**src/rtl/shift_seq_ctrl.sv**
```systemverilog
// shift_seq_ctrl: multi-cycle sequencer in front of the 8-bit barrel shift stage.
// Breaks a wide shift amount into chunks of at most 7 and applies them one per
// cycle to an internal accumulator, with valid/ready handshakes on both sides.
// Optional feature macro: SHIFT_SEQ_SAT_EN (amounts >= DATA_WIDTH resolve in one step).
module shift_seq_ctrl #(
  parameter int unsigned DATA_WIDTH = 8,
  parameter int unsigned AMT_WIDTH  = 5
) (
  input  logic                  clk,
  input  logic                  rst_n,
  input  logic                  in_valid,
  output logic                  in_ready,
  input  logic [DATA_WIDTH-1:0] in_data,
  input  logic [AMT_WIDTH-1:0]  in_amount,
  input  logic [1:0]            in_op,
  output logic                  out_valid,
  input  logic                  out_ready,
  output logic [DATA_WIDTH-1:0] out_result,
  output logic                  busy
);

  typedef enum logic [1:0] {
    IDLE  = 2'd0,
    SHIFT = 2'd1,
    DONE  = 2'd2
  } state_t;

  typedef enum logic [1:0] {
    OP_SLL  = 2'b00,
    OP_SRL  = 2'b01,
    OP_SRA  = 2'b10,
    OP_PASS = 2'b11
  } op_t;

  // Largest amount the combinational shift stage can apply in one pass.
  localparam logic [AMT_WIDTH-1:0] CHUNK_MAX = AMT_WIDTH'(7);

  state_t                state;
  state_t                state_nxt;
  logic [DATA_WIDTH-1:0] acc;
  logic [DATA_WIDTH-1:0] acc_nxt;
  logic [AMT_WIDTH-1:0]  rem;
  logic [AMT_WIDTH-1:0]  rem_nxt;
  op_t                   op_q;
  op_t                   op_nxt;
  logic                  accept;
  logic [2:0]            chunk;
  logic                  last_chunk;
  logic                  skip_shift;

  // One pass through the barrel shift stage; SRA fills with the current MSB.
  function automatic logic [DATA_WIDTH-1:0] shift_by(
    input logic [DATA_WIDTH-1:0] v,
    input logic [2:0]            sh,
    input op_t                   op
  );
    logic [DATA_WIDTH-1:0] r;
    case (op)
      OP_SLL:  r = v << sh;
      OP_SRL:  r = v >> sh;
      OP_SRA:  r = $unsigned($signed(v) >>> sh);
      default: r = v;
    endcase
    return r;
  endfunction

  assign accept     = in_valid & in_ready;
  assign last_chunk = (rem <= CHUNK_MAX);
  assign chunk      = last_chunk ? rem[2:0] : 3'd7;
  assign skip_shift = (in_amount == '0) || (op_t'(in_op) == OP_PASS);

  // State register.
  always_ff @(posedge clk or negedge rst_n) begin
    if (!rst_n) begin
      state <= IDLE;
    end else begin
      state <= state_nxt;
    end
  end

  // Next-state decode: accept, chunked shifting, result handshake.
  always_comb begin
    state_nxt = state;
    case (state)
      IDLE: begin
        if (accept) begin
          if (skip_shift) begin
            state_nxt = DONE;
          end else begin
`ifdef SHIFT_SEQ_SAT_EN
            if ({1'b0, in_amount} >= (AMT_WIDTH + 1)'(DATA_WIDTH)) begin
              state_nxt = DONE;
            end else begin
              state_nxt = SHIFT;
            end
`else
            state_nxt = SHIFT;
`endif
          end
        end
      end
      SHIFT: begin
        if (last_chunk) begin
          state_nxt = DONE;
        end
      end
      DONE: begin
        if (out_ready) begin
          state_nxt = IDLE;
        end
      end
      default: state_nxt = IDLE;
    endcase
  end

  // Datapath next values: load on accept, one chunk per SHIFT cycle.
  always_comb begin
    acc_nxt = acc;
    rem_nxt = rem;
    op_nxt  = op_q;
    case (state)
      IDLE: begin
        if (accept) begin
          acc_nxt = in_data;
          rem_nxt = in_amount;
          op_nxt  = op_t'(in_op);
`ifdef SHIFT_SEQ_SAT_EN
          // Any amount past the operand width has a fixed outcome, so it is
          // resolved here instead of walking through the chunks.
          if (!skip_shift && ({1'b0, in_amount} >= (AMT_WIDTH + 1)'(DATA_WIDTH))) begin
            acc_nxt = (op_t'(in_op) == OP_SRA) ? {DATA_WIDTH{in_data[DATA_WIDTH-1]}} : '0;
            rem_nxt = '0;
          end
`endif
        end
      end
      SHIFT: begin
        acc_nxt = shift_by(acc, chunk, op_q);
        rem_nxt = rem - AMT_WIDTH'(chunk);
      end
      default: begin
        acc_nxt = acc;
      end
    endcase
  end

  // Datapath registers.
  always_ff @(posedge clk or negedge rst_n) begin
    if (!rst_n) begin
      acc  <= '0;
      rem  <= '0;
      op_q <= OP_SLL;
    end else begin
      acc  <= acc_nxt;
      rem  <= rem_nxt;
      op_q <= op_nxt;
    end
  end

  // Outputs are pure state decodes so reset takes effect without a clock.
  always_comb begin
    in_ready   = (state == IDLE);
    out_valid  = (state == DONE);
    busy       = (state != IDLE);
    out_result = acc;
  end

endmodule

```
**config.mk**
```make
export PLATFORM = sky130hd
export DESIGN_NAME = shift_seq_ctrl
export DESIGN_NICKNAME = d
export VERILOG_FILES = /design/src/rtl/shift_seq_ctrl.sv
export SDC_FILE = /design/constraint.sdc
export NUM_CORES = 1
export LEC_CHECK = 0
export BUFFER_PORTS_ARGS = -buffer_cell sky130_fd_sc_hd__buf_2
export CORE_MARGIN = 2
export CORE_UTILIZATION = 45
export CTS_BUF_LIST = sky130_fd_sc_hd__clkbuf_8 sky130_fd_sc_hd__clkbuf_16
export DETAILED_ROUTE_END_ITERATION = 8
export PLACE_DENSITY = 0.8
export SYNTH_ARGS = -nofsm -noshare
export SYNTH_HDL_FRONTEND = slang
export SYNTH_SLANG_ARGS = --single-unit
```
**constraint.sdc**
```tcl
create_clock -name clk -period 1.82 [get_ports clk]
set_input_delay 0 -clock clk [delete_from_list [all_inputs] [get_ports clk]]
set_output_delay 0 -clock clk [all_outputs]
set_load 0.01 [all_outputs]
```
==> summary.md <==
| Metric | Value |
|---|---|
| Routed Antenna Nets | 0 |
| Share of cells above drive strength 1 | 36.9% |
| Pre-CTS setup slack | -0.0370 ns |
| Clock sink count | 17 |
| Core area | about 3700 um2 |
| Vias in the first global route | about 2,000 |
| Initial core utilization | between 40% and 50% |
| Syn Area/Cell | roughly 7.8 um2 |
| Post-synth EDFFs | 0 |
| Finish-stage setup viols | 0 |
| RSZ-0062 raised after global routing | true |
| Clock latency on the worst-skew pair | ~0.27 ns |
| Reg2reg path depth | 5 |
| Post-route minimum period | ~1.8 ns |
| Leakage | between 0.9 and 1 nW |
| Reg2reg end | out_result[7]$_DFFE_PN0P_ |
| # Post-CTS Setup Buffers | 0 |
| Max Buffers Root-to-Sink | 2 |
| Cell count after placement | 322 |
| Port-buffer cells | 29 |
| Drt wl/cell | around 19 um |
| Worst hold slack | 0.00124 ns |
| Layout Nets | ~300 |
| CTS tree | built |
| PwrDens | 2130 nW/um2 |
| Clk root buf | clkbuf_8 |
| Fin crit share | about 98% |
| Crit-path max FO | 9 |
| Drt pass-1 iters | 8 |
| Fmax | ~0.56 GHz |
| Yosys warnings | 0 |
| Commonest cells after routing, fill and taps aside | 33 x buf_4, 29 x buf_2, 24 x nand2_1 |
| R2R Setup Slk | ~0.044 ns |
| Syn Nets | about 250 |
| Fill count | 320 |
| Non-filler instance count after layout | 327 |
| Netlist Area Pre-Place | about 1800 um2 |
| Total gr overflow | 0 |
| Slew Viols, Final | 0 |
| Die height | approximately 67 um |
| Number of diodes | 0 |
| Final wirelength | 6290 um |
| Most common cell after layout, fill and taps aside | buf_4 |
| Crit path to | out_result[7]$_DFFE_PN0P_ |
| Vias per cell | ~6.5 |
| Final worst slack | between 0.04 and 0.05 ns |
| H-tree depth | 1 |
| Critical Path Source Type | flip-flop |
| Top_reg_cell synth | dfrtp_1 |
| Setup crit end kind | flip-flop |
| R2R Path Start | rem[3]$_DFFE_PN0P_ |
| Worst-margin pin slew | around 0.44 ns |
| Async S/R FF share, synth | 100% |
| Area grow syn2layout | 31.1% |
| IO Count | 30 |
| Critical Path Source | rem[3]$_DFFE_PN0P_ |
| Count of different cell masters after synthesis | 55 |
| Seq/Total Area, Yosys | 23.9% |
| Type of the worst setup path | reg2reg |
| Status | finished clean |
| Required time of the critical path | approximately 2 ns |
| Vias | between 2,000 and 2,500 |
| Clock transition at path regs | roughly 0.070 ns |
| Arrival @ worst endpoint | roughly 2.0 ns |
| Site row count | 22 |
| Drt first-iter violations | ~300 |
| Detail Placement HPWL | roughly 4600 um |
| Min-delay worst type | in2reg |
| TNS Setup | 0 ns |
| Worst IR drop on VDD | between 0.9 and 1 mV |
| Post-Syn Instances | 229 |
| Rel. slew slack | between 70% and 80% |
| Clock skew | approximately 0.013 ns |
| FF+latch count, synth | 17 |
| Final Hold Violating Endpoints | 0 |
| Largest net degree at the start of global routing | 24 |
| Final RePlAce weighted congestion | about 1.0 |
| Initial antenna violation count | 0 |
| Cts bufs inserted | 3 |
| DRC viols | 0 |
| Die area | ~4500 um2 |
| MaxCap Viol Count | 0 |
| Die Span X | 66.8 um |
| Tot GR Track Use | around 30% |
| First-pass GRT wire length | 10000 um |
layout make-up:
class                      count  area (um2)  area share [%]
inverter                       8        30.0            1.29
clock buffer                   3        41.3            1.77
multi-input combinational    184        1320            56.7
timing repair buffer          66         445            19.1
clock inverter                 1        5.00           0.215
sequential                    17         428            18.4
tap                           48        60.1            2.58
kinds of logic (layout without fill, tap and decap cells):
kind of cell	count (synthesis)	in the layout	synth area share, %
adder cells (fa/ha/maj)	4	4	2.82
AND/OR/NAND/NOR	78	78	22.5
buffers and inverters	28	78	7.75
flip-flops	17	17	23.9
multiplexers	15	15	8.80
XOR/XNOR	1	1	0.493
AO/OA/AOI/OAI	86	86	33.7
through the flow:
step / total power, mW / utilization, % / cell area, um2
5_1_grt: 5.28 / 62.7 / 2330
4_1_cts: 4.57 / 60.0 / 2230
6_report: 4.96 / 62.7 / 2330
3_5_place_dp: 4.23 / 58.1 / 2160
3_3_place_gp: 4.20 / 58.1 / 2160
2_1_floorplan: 2.99 / - / 1780
layer usage:
layer | GRT usage (%) | vias to the layer above | share of wire (%)
met4 | 8.42 | 0 | 3.6
met1 | 41.0 | 975 | 40
met5 | 0 | - | 0
li1 | - | 966 | -
met2 | 46.1 | 163 | 46
met3 | 6.76 | 29 | 11
worst max-delay path, stage by stage (launching register included):
cell and delay (ns):
dfrtp_2 0.48, or3_4 0.47, or4_4 0.44, o21ai_2 0.14, a32oi_1 0.08, o21ai_0 0.09
state kept, by name, indices dropped and copies added (netlist names):
name and cells:
state 2, rem 5, op_q 2, out_result 8
worst min path at each step:
| stage | startpoint | to | slack [ns] | cells after the start |
|---|---|---|---|---|
| after floorplan | rst_n | op_q[0]$_DFFE_PN0P_ | -0.30 | 0 |
| after global placement | rst_n | rem[3]$_DFFE_PN0P_ | -0.04 | 1 |
| after detailed placement | rst_n | state[0]$_DFFE_PN0P_ | -0.03 | 1 |
| after CTS | in_op[0] | op_q[0]$_DFFE_PN0P_ | 0.002 | 2 |
| after global routing | in_op[1] | op_q[1]$_DFFE_PN0P_ | 0.01 | 2 |
| final | in_op[0] | op_q[0]$_DFFE_PN0P_ | 0.001 | 2 |
cells in the mapped netlist, types with 4 or more instances:
master    number  share of area [%]
nand2_1       24                5.1
o21ai_0       19                5.4
dfrtp_1       17                 24
nor2_1        16                3.4
a21oi_1       13                3.7
mux2i_1       10                5.6
clkbuf_1       9                1.9
nor3_1         8                2.3
a31oi_1        7                2.5
o211ai_1       7                3.0
inv_1          6                1.3
mux2_2         5                3.2
a211oi_1       4                1.7
buf_2          4                1.1
ha_1           4                2.8
nand2b_1       4                1.4
nor2b_1        4                1.4
o21a_1         4                1.7
or4_1          4                1.7
report_power, final:
group / switching [mW] / internal [mW]
Combinational: 2.06 / 1.71
Sequential: 0.320 / 0.569
Clock: 0.157 / 0.153
timing repair:
action | CTS | global route
endpoints found under the setup margin | 4 | 9
hold buffers | 1 | 0
resized for setup | 4 | 24
endpoints found under the hold margin | 17 | 0
pin swaps | 0 | 5
No activity file was read; power rests on OpenSTA's default activity.
